File: src/rtl/layers_readout_pkg.sv
// Shared types and helpers for the layers readout packers.
//
// Contents:
//   word_t          32-bit host readout word
//   keep_t          4-bit byte-lane keep mask
//   BYTES_PER_WORD  bytes packed into one word
//   byte_lane()     maps a logical byte index to its physical lane
package layers_readout_pkg;

   typedef logic [31:0] word_t;
   typedef logic [3:0]  keep_t;

   localparam int unsigned BYTES_PER_WORD = 4;

   // Logical byte 0 is the first byte to arrive on the stream.
   function automatic logic [1:0] byte_lane(input logic [1:0] idx, input bit big_endian);
      return big_endian ? (2'd3 - idx) : idx;
   endfunction

endpackage

File: src/rtl/readout_flush_timer.sv
// Idle-timeout counter and flush-pending flag for a readout packer.
//
// Ports:
//   clk_core       in   core clock
//   clk_core_resn  in   synchronous active-low reset
//   timeout        in   idle cycles before a timed flush; 0 disables it
//   acc_busy       in   accumulator currently holds bytes
//   beat           in   an input byte is accepted this cycle
//   flush_req      in   explicit flush request (already qualified by the caller)
//   hold_next      in   accumulator will still hold bytes after this edge
//   flush_done     in   the padded flush word is loaded this cycle
//   pending        out  a flush is waiting for the output register
module readout_flush_timer #(
   parameter int unsigned TIMEOUT_W = 16
) (
   input  logic                 clk_core,
   input  logic                 clk_core_resn,
   input  logic [TIMEOUT_W-1:0] timeout,
   input  logic                 acc_busy,
   input  logic                 beat,
   input  logic                 flush_req,
   input  logic                 hold_next,
   input  logic                 flush_done,
   output logic                 pending
);

   logic [TIMEOUT_W-1:0] idle_q, idle_d;
   logic                 pending_q, pending_d;
   logic                 hit;

   // A timed flush fires only in a cycle with no beat, so the held bytes are
   // exactly the ones that went idle.
   assign hit = acc_busy && !beat && (timeout != '0) && (idle_q >= timeout);

   always_comb begin
      idle_d = idle_q;
      if (!acc_busy || beat) begin
         idle_d = '0;
      end else if (idle_q != '1) begin
         idle_d = idle_q + TIMEOUT_W'(1);
      end
   end

   // Setting is qualified by hold_next so a flush can never be armed for an
   // accumulator that empties on this same edge (no empty words).
   always_comb begin
      pending_d = pending_q;
      if (flush_done) begin
         pending_d = 1'b0;
      end else if ((hit || flush_req) && hold_next) begin
         pending_d = 1'b1;
      end
   end

   always_ff @(posedge clk_core) begin
      if (!clk_core_resn) begin
         idle_q    <= '0;
         pending_q <= 1'b0;
      end else begin
         idle_q    <= idle_d;
         pending_q <= pending_d;
      end
   end

   assign pending = pending_q;

endmodule

File: src/rtl/layers_readout_word_packer.sv
// Packs the 8-bit merged-frame byte stream into 32-bit host readout words.
// Partial words are padded with PAD_BYTE and flushed on input tlast, on an
// idle timeout or on a software flush request.
//
// Ports:
//   clk_core, clk_core_resn     clock, synchronous active-low reset
//   s_axis_*                    8-bit input stream (tdata/tvalid/tlast/tready)
//   m_axis_*                    32-bit output stream (tdata/tkeep/tlast/tvalid/tready)
//   cfg_enable                  0 stops accepting input; output still drains
//   cfg_flush_timeout           idle cycles before a partial flush (0 = off)
//   cfg_flush                   single-cycle flush request
//   status_partial_bytes        bytes held in the accumulator
//   stat_words_out              output handshakes, wrapping
//   stat_pad_bytes              pad bytes inserted, wrapping
module layers_readout_word_packer
   import layers_readout_pkg::*;
#(
   parameter logic [7:0]  PAD_BYTE   = 8'hFF,
   parameter bit          BIG_ENDIAN = 1'b0,
   parameter int unsigned TIMEOUT_W  = 16
) (
   input  logic                 clk_core,
   input  logic                 clk_core_resn,
   input  logic [7:0]           s_axis_tdata,
   input  logic                 s_axis_tvalid,
   input  logic                 s_axis_tlast,
   output logic                 s_axis_tready,
   output logic [31:0]          m_axis_tdata,
   output logic [3:0]           m_axis_tkeep,
   output logic                 m_axis_tlast,
   output logic                 m_axis_tvalid,
   input  logic                 m_axis_tready,
   input  logic                 cfg_enable,
   input  logic [TIMEOUT_W-1:0] cfg_flush_timeout,
   input  logic                 cfg_flush,
   output logic [1:0]           status_partial_bytes,
   output logic [31:0]          stat_words_out,
   output logic [31:0]          stat_pad_bytes
);

   // Accumulator: logical byte k lives in acc_q[8k +: 8].
   logic [23:0] acc_q, acc_d;
   logic [1:0]  acc_cnt_q, acc_cnt_d;

   // Output register.
   word_t       out_data_q, out_data_d;
   keep_t       out_keep_q, out_keep_d;
   logic        out_last_q, out_last_d;
   logic        out_valid_q, out_valid_d;

   logic [31:0] words_q, words_d;
   logic [31:0] pads_q, pads_d;

   logic        free;
   logic        beat;
   logic        load_beat;
   logic        load_flush;
   logic        load;
   logic        late_last;
   logic        flush_pending;
   logic        flush_req;

   word_t       word;
   keep_t       keep;
   logic [2:0]  n_bytes;

   assign free = !out_valid_q || m_axis_tready;

   // Reset term keeps every output at 0 while reset is held.
   assign s_axis_tready = clk_core_resn && cfg_enable && !((acc_cnt_q == 2'd3) && !free) &&
                          !flush_pending;

   assign beat       = s_axis_tvalid && s_axis_tready;
   assign load_beat  = beat && free && ((acc_cnt_q == 2'd3) || s_axis_tlast);
   assign load_flush = flush_pending && free;
   assign load       = load_beat || load_flush;

   // A tlast byte that arrives while the output register is stalled cannot
   // close its word on this edge. It is parked in the accumulator and a
   // pending flush (which also carries tlast=1) emits it once the register
   // frees up, so word content and framing are unchanged.
   assign late_last = beat && !free && s_axis_tlast;
   assign flush_req = (cfg_flush && (acc_cnt_q != 2'd0)) || late_last;

   readout_flush_timer #(
      .TIMEOUT_W (TIMEOUT_W)
   ) u_flush_timer (
      .clk_core      (clk_core),
      .clk_core_resn (clk_core_resn),
      .timeout       (cfg_flush_timeout),
      .acc_busy      (acc_cnt_q != 2'd0),
      .beat          (beat),
      .flush_req     (flush_req),
      .hold_next     (acc_cnt_d != 2'd0),
      .flush_done    (load_flush),
      .pending       (flush_pending)
   );

   // Word assembly: held bytes, then the current input byte unless this is a
   // flush (input is blocked during a flush), then pad. Keep is in logical
   // byte order, independent of the lane mapping.
   always_comb begin
      logic [31:0] logical;
      n_bytes = flush_pending ? {1'b0, acc_cnt_q} : ({1'b0, acc_cnt_q} + 3'd1);
      logical = {BYTES_PER_WORD{PAD_BYTE}};
      for (int k = 0; k < 3; k++) begin
         if (2'(k) < acc_cnt_q) begin
            logical[8*k +: 8] = acc_q[8*k +: 8];
         end
      end
      if (!flush_pending) begin
         logical[8*acc_cnt_q +: 8] = s_axis_tdata;
      end
      word = '0;
      keep = '0;
      for (int k = 0; k < BYTES_PER_WORD; k++) begin
         word[8*byte_lane(2'(k), BIG_ENDIAN) +: 8] = logical[8*k +: 8];
         keep[k] = (3'(k) < n_bytes);
      end
   end

   always_comb begin
      acc_d     = acc_q;
      acc_cnt_d = acc_cnt_q;
      if (load) begin
         acc_cnt_d = 2'd0;
      end else if (beat) begin
         // Without a load this beat cannot be the 4th byte, so acc_cnt_q < 3.
         acc_d[8*acc_cnt_q +: 8] = s_axis_tdata;
         acc_cnt_d = acc_cnt_q + 2'd1;
      end
   end

   always_comb begin
      out_data_d  = out_data_q;
      out_keep_d  = out_keep_q;
      out_last_d  = out_last_q;
      out_valid_d = out_valid_q;
      if (load) begin
         out_data_d  = word;
         out_keep_d  = keep;
         out_last_d  = load_flush ? 1'b1 : s_axis_tlast;
         out_valid_d = 1'b1;
      end else if (m_axis_tready) begin
         out_valid_d = 1'b0;
      end
   end

   always_comb begin
      words_d = words_q;
      pads_d  = pads_q;
      if (out_valid_q && m_axis_tready) begin
         words_d = words_q + 32'd1;
      end
      if (load && (n_bytes != 3'd4)) begin
         pads_d = pads_q + 32'(3'd4 - n_bytes);
      end
   end

   always_ff @(posedge clk_core) begin
      if (!clk_core_resn) begin
         acc_q       <= '0;
         acc_cnt_q   <= '0;
         out_data_q  <= '0;
         out_keep_q  <= '0;
         out_last_q  <= 1'b0;
         out_valid_q <= 1'b0;
         words_q     <= '0;
         pads_q      <= '0;
      end else begin
         acc_q       <= acc_d;
         acc_cnt_q   <= acc_cnt_d;
         out_data_q  <= out_data_d;
         out_keep_q  <= out_keep_d;
         out_last_q  <= out_last_d;
         out_valid_q <= out_valid_d;
         words_q     <= words_d;
         pads_q      <= pads_d;
      end
   end

   assign m_axis_tdata         = out_data_q;
   assign m_axis_tkeep         = out_keep_q;
   assign m_axis_tlast         = out_last_q;
   assign m_axis_tvalid        = out_valid_q;
   assign status_partial_bytes = acc_cnt_q;
   assign stat_words_out       = words_q;
   assign stat_pad_bytes       = pads_q;

endmodule

File: config.mk
export PLATFORM = sky130hd
export DESIGN_NAME = layers_readout_word_packer
export DESIGN_NICKNAME = d
export VERILOG_FILES = /design/src/rtl/layers_readout_pkg.sv /design/src/rtl/readout_flush_timer.sv /design/src/rtl/layers_readout_word_packer.sv
export SDC_FILE = /design/constraint.sdc
export NUM_CORES = 1
export LEC_CHECK = 0
export CAP_MARGIN = 10
export CELL_PAD_IN_SITES_DETAIL_PLACEMENT = 2
export CELL_PAD_IN_SITES_GLOBAL_PLACEMENT = 2
export CORE_ASPECT_RATIO = 0.8
export CORE_MARGIN = 2
export CORE_UTILIZATION = 31
export CTS_CLUSTER_SIZE = 16
export DETAILED_ROUTE_END_ITERATION = 8
export PLACE_DENSITY_LB_ADDON = 0.1
export SLEW_MARGIN = 25
export SYNTH_ARGS = -nofsm -noshare
export SYNTH_HDL_FRONTEND = slang
export SYNTH_SLANG_ARGS = --single-unit
File: constraint.sdc
create_clock -name clk_core -period 5.7 [get_ports clk_core]
set_input_delay 1.425 -clock clk_core [delete_from_list [all_inputs] [get_ports clk_core]]
set_output_delay 1.425 -clock clk_core [all_outputs]
set_load 0.01 [all_outputs]
==> flow_summary.ini, run 1 <==
[worst_setup_path]
crit_path_max_fanout = 22
startpoint_type = flop
end_kind = flop
critPathLaunch = status_partial_bytes[0]$_SDFF_PN0_
arrival_ns = 5.14
cp.required_ns = 6.05
crit_end = stat_pad_bytes[29]$_SDFFE_PN0P_
reg2reg_from = status_partial_bytes[0]$_SDFF_PN0_
crit_type = flop to flop
r2r_cells = 15
ff2ff_setup_slack_ns = 0.91
r2r_end = stat_pad_bytes[29]$_SDFFE_PN0P_

[sta]
max_slew_margin = 0.4506
final_max_slew_viol_count = 0
hold_slack_ns = 0.4534
tns_ns = 0
tightest_slew_ns = 0.8137
hold_violations = 0
setup_viol = 0
fin_worst_skew_ns = 0.008288
clock.fmax_mhz = 208.6
fin_crit_ns = 4.793
fin_crit_sh = 0.8408
rsz0062_at_grt = false

[global_routing]
antenna_found_initial = 1
grt_max_degree = 54
grt_pass1_vias = 8296
groute.usage.overall = 0.2018
overflow = 0
grt_pass1_wl_mm = 45.34

[layout]
n_antenna_cell = 0
design_area_um2 = 10530
utilization = 0.4009
area_growth_pct = 27.31
final_nets = 1235
instances_no_fill = 1519
fillCellCount = 3043
drive_above_1_share = 0.06799

[die]
initial_core_util = 0.3149
die_w_um = 186.6
die_height_um = 150.1
die-area_um2 = 28010
io_pins = 136
core_area_um2 = 26260
num_rows = 53

[yosys]
synthMuxAreaShare = 0.01589
synth_cell_types = 74
synth-main-ff-cell = dfxtp_1
async_flop_share = 0
synthAdderAreaFrac = 0.08411
yosys.area_share.xor_xnor = 0.05825
ys_seq_elements = 145
ys_warn_count = 0
synth-compound-area-share = 0.1840
ys_seq_area_frac = 0.3510
synth.avg_cell_area_um2 = 7.929
synth_edf_count = 0
syn_inst = 1043
synth_top_family_by_area = simple AND/OR/NAND/NOR gates
netlist_area_um2 = 8270
synth_nets = 1129
synth-simple-area-share = 0.2648

[placement]
port_buffers = 135
gp_congestion = 0.8363
hpwlAfterDp_mm = 20.18
placed_cell_area_um2 = 9907
placed_cells = 1487

[clock_network]
clkSlewWorstSetupHoldPaths_ns = 0.06
cts_made_buffers = 17
cts-resized-gates = 0
hold_buffers = 0
tritoncts = yes
htreeDepth = 4
postCtsSetupRepairBufs = 0
cts_num_sinks = 145
cts_root_buffer = clkbuf_16
clk_latency_ns = 0.42
cts.path.max_buffers = 2

[route]
avgViaCountPerCell = 5.185
drc = 0
drt_wl_total_mm = 27.77
avgRoutedWirePerCell_um = 18.28
num_vias = 7876
ant_nets = 0
drt_iter0_markers = 229
drt_first_pass_iters = 4

[power]
ir_worst_vdd_v = 0.0002095
power_leakage_nw = 4.155
powerDensity_nw_per_um2 = 228.9

[worst_hold_path]
holdCritPathClass = flop to flop

[run]
maxCapViolations = 0

[run_status]
outcome = completed
[flip-flops by register name (all words and copies together), names as in the netlist]
register and count:
acc_q 24, m_axis_tdata 32, m_axis_tkeep 4, m_axis_tlast 1, m_axis_tvalid 1, stat_pad_bytes 32
stat_words_out 32, status_partial_bytes 2, u_flush_timer.idle_q 16, u_flush_timer.pending 1
[per-stage QoR]
step | setup WS [ns] | total power (W)
global placement | 1.293 | 0.001239
global route | 0.4559 | 0.002510
detailed placement | 1.043 | 0.001243
floorplan | 1.147 | 0.001157
CTS | 0.9851 | 0.002447
finish | 0.9072 | 0.002411
[cell families (layout without fill, tap and decap cells)]
| logic type | after synthesis | count (layout) |
|---|---|---|
| and+or+nand+nor | 446 | 446 |
| AOI/OAI and AO/OA | 245 | 245 |
| DFF | 145 | 145 |
| buffers and inverters | 84 | 203 |
| adders and majority gates | 55 | 55 |
| xor gates and xnor gates | 55 | 55 |
| muxes | 13 | 13 |
[worst min-delay path by stage]
stage                                  startpoint                       endpoint  slack, ns  depth (start not counted)
CTS                 m_axis_tdata[22]$_SDFFE_PN0P_  m_axis_tdata[22]$_SDFFE_PN0P_       0.46                          2
floorplan                  acc_q[10]$_SDFFE_PN0P_         acc_q[10]$_SDFFE_PN0P_       0.44                          2
finish              m_axis_tdata[23]$_SDFFE_PN0P_  m_axis_tdata[23]$_SDFFE_PN0P_       0.45                          2
global route        m_axis_tdata[23]$_SDFFE_PN0P_  m_axis_tdata[23]$_SDFFE_PN0P_       0.48                          2
global placement    m_axis_tdata[19]$_SDFFE_PN0P_  m_axis_tdata[19]$_SDFFE_PN0P_       0.44                          2
detailed placement  m_axis_tdata[22]$_SDFFE_PN0P_  m_axis_tdata[22]$_SDFFE_PN0P_       0.45                          2
[critical path: stages, from the launching register on]
cell	delay, ns
dfxtp_1	0.55
clkinv_1	0.35
ha_1	0.60
nor2_1	0.07
buf_4	0.18
nor2b_2	0.41
buf_4	0.37
ha_1	0.35
a21oi_1	0.21
o21ai_0	0.17
a22oi_1	0.24
nor2b_1	0.27
a21oi_1	0.13
o32ai_1	0.48
o21ai_1	0.12
o211ai_1	0.18
[power by group]
part | internal, W | leakage (nW) | switching (W)
clock | 0.000734 | 0.299 | 0.000457
sequential | 0.00103 | 1.17 | 0.0000109
combinational | 0.0000747 | 2.68 | 0.000106
total | 0.00184 | 4.15 | 0.000574
[routing by layer]
layer	wire length, um	up-vias	GRT usage
li1	-	3887	-
met1	14060	3873	0.2718
met2	12660	100	0.3318
met3	845	14	0.04242
met4	185	2	0.04802
met5	12	-	0
[cell type report]
type                    instances  area, um^2  share of cell area
clock buffers                  23       488.0             0.04635
flip-flops and latches        145        2903              0.2757
well taps                     357       446.7             0.04242
multi-input cells             814        5041              0.4788
inverters                      27       102.6            0.009745
clock inverters                 9       128.9             0.01224
repair buffers                144        1419              0.1348
[layout by cell type (no fill, tap or decap), types with 25 or more instances in the layout]
master	netlist	final
o21ai_0	32	31
ha_1	54	54
a21oi_1	120	120
xor2_1	32	32
clkdlybuf4s50_1	0	135
nand2_1	115	115
nand3_1	32	32
nor2_1	129	127
nor3_1	34	34
dfxtp_1	145	145
and3_1	25	25
[synthesized netlist by cell type, drive strengths merged, types with 18 or more instances]
library cell,instances,area share
a21o,18,0.016
a21oi,121,0.074
and3,27,0.022
buf,23,0.014
clkbuf,34,0.015
dfxtp,145,0.35
ha,54,0.082
inv,24,0.011
nand2,116,0.053
nand3,32,0.019
nand4,22,0.019
nor2,129,0.059
nor3,36,0.024
o21ai,37,0.022
xnor2,23,0.024
xor2,32,0.034
No activity file was read; power rests on OpenSTA's default activity.
==> inputs of run 2 (changes only) <==
CORE_UTILIZATION = 28   (was 31)
clock period = 4 ns   (was 5.7 ns; I/O delays follow)
==> flow_summary.ini, run 2 (synthesis results as in run 1) <==
[run_status]
outcome = completed

[layout]
fillCellCount = 3330
utilization = 0.3644
n_antenna_cell = 0
seq_area_um2 = 2903
area_growth_pct = 28.74
final_cell_mix = 145 x dfxtp_1, 135 x clkdlybuf4s50_1, 127 x nor2_1
multiInputGateArea_um2 = 5054
final_nets = 1249
final_common_cell = dfxtp_1
instances_no_fill = 1552
drive_above_1_share = 0.08000

[global_routing]
grt_max_degree = 89
overflow = 0
groute.usage.overall = 0.1863
grt_pass1_wl_mm = 45.62
antenna_found_initial = 0
grt_pass1_vias = 8466

[sta]
max_slew_margin = 0.3432
setup_viol = 0
fin_worst_skew_ns = 0.01255
final_max_slew_viol_count = 0
hold_violations = 0
fin_crit_ns = 3.765
clock.fmax_mhz = 265.6
tightest_slew_ns = 0.9852
rsz0062_at_grt = true
hold_slack_ns = 0.4591
fin_crit_sh = 0.9413

[worst_setup_path]
reg2reg_from = u_flush_timer.pending$_SDFFE_PP0P_
r2r_cells = 12
cp.required_ns = 4.34
critPathLaunch = u_flush_timer.pending$_SDFFE_PP0P_
ff2ff_setup_slack_ns = 0.23
startpoint_type = flop
crit_path_max_fanout = 12
r2r_end = stat_pad_bytes[27]$_SDFFE_PN0P_
crit_type = flop to flop
arrival_ns = 4.11
end_kind = flop

[clock_network]
cts_made_buffers = 17
clk_latency_ns = 0.43
hold_buffers = 0
cts_num_sinks = 145
cts_root_buffer = clkbuf_16
htreeDepth = 4
cts.path.max_buffers = 2
tritoncts = yes
clkSlewWorstSetupHoldPaths_ns = 0.07

[route]
ant_nets = 0
avgRoutedWirePerCell_um = 18.22
drc = 0
avgViaCountPerCell = 5.083
drt_first_pass_iters = 5
drt_iter0_markers = 227
num_vias = 7889
drt_wl_total_mm = 28.29

[placement]
gp_congestion = 0.7755
port_buffers = 135
hpwlAfterDp_mm = 20.54
placed_cells = 1521

[power]
ir_worst_vdd_v = 0.0003020
powerDensity_nw_per_um2 = 315.6
power_leakage_nw = 4.213

[die]
core_area_um2 = 29220
io_pins = 136
die-area_um2 = 30940
num_rows = 56
die_w_um = 196.2
initial_core_util = 0.2831
die_height_um = 157.7

[worst_hold_path]
min_from = m_axis_tdata[22]$_SDFFE_PN0P_
holdPathEnd = m_axis_tdata[22]$_SDFFE_PN0P_
holdCritPathClass = flop to flop
worst_hold_path.num_cells = 2

[run]
maxCapViolations = 0
[run 2: metrics by stage]
| step | instance area (um^2) | power (W) | setup TNS (ns) | worst slack, ns |
|---|---|---|---|---|
| 6_report | 10650 | 0.003360 | 0 | 0.2349 |
| 5_1_grt | 10650 | 0.003519 | -0.01680 | -0.01680 |
| 4_1_cts | 10640 | 0.003426 | 0 | 0.2499 |
| 3_5_place_dp | 10060 | 0.001785 | 0 | 0.2918 |
| 3_3_place_gp | 10060 | 0.001779 | 0 | 0.3187 |
| 2_1_floorplan | 8278 | 0.001650 | 0 | 0.1526 |
[run 2: report_power, final]
group	switching [W]	internal [W]	total [W]
clock	0.000650	0.000961	0.00161
combinational	0.000159	0.000112	0.000271
sequential	0.0000146	0.00146	0.00148
total	0.000824	0.00254	0.00336
[run 2: timing repair]
action                                  4_1_cts  5_1_grt
hold endpoints to repair                      0        0
gates resized for setup                       0        2
buffers inserted                              0        0
endpoints found under the setup margin        0        3
[run 2: worst max path at each step]
stage                                    endpoint  depth (start not counted)
2_1_floorplan     stat_pad_bytes[29]$_SDFFE_PN0P_                         14
3_3_place_gp   u_flush_timer.pending$_SDFFE_PP0P_                          8
3_5_place_dp   u_flush_timer.pending$_SDFFE_PP0P_                          8
4_1_cts           stat_pad_bytes[30]$_SDFFE_PN0P_                         14
5_1_grt           stat_pad_bytes[30]$_SDFFE_PN0P_                         14
6_report          stat_pad_bytes[27]$_SDFFE_PN0P_                         12
[run 2: critical path: stages (launching register included)]
cell	delay, ns
dfxtp_1	0.64
mux2_2	0.45
nor2_1	0.11
ha_1	0.25
ha_1	0.36
o21ai_1	0.19
o21bai_1	0.15
a211oi_4	0.39
o211ai_2	0.16
a21oi_1	0.34
o21ai_0	0.20
and2_1	0.20
o31ai_1	0.22
[run 2: routing by layer]
layer,vias to the layer above,wire [um],track usage
met2,92,12860,0.3103
met1,3881,14350,0.2490
met4,0,229,0.04221
li1,3902,-,-
met3,14,850,0.03771
met5,-,0,0
[run 2: area by class of cell]
type,count,share of cell area
inverters,27,0.009753
repair buffers,158,0.1443
flip-flops and latches,145,0.2726
clock buffers,21,0.04418
multi-input cells,814,0.4746
well taps,377,0.04430
clock inverters,10,0.01022
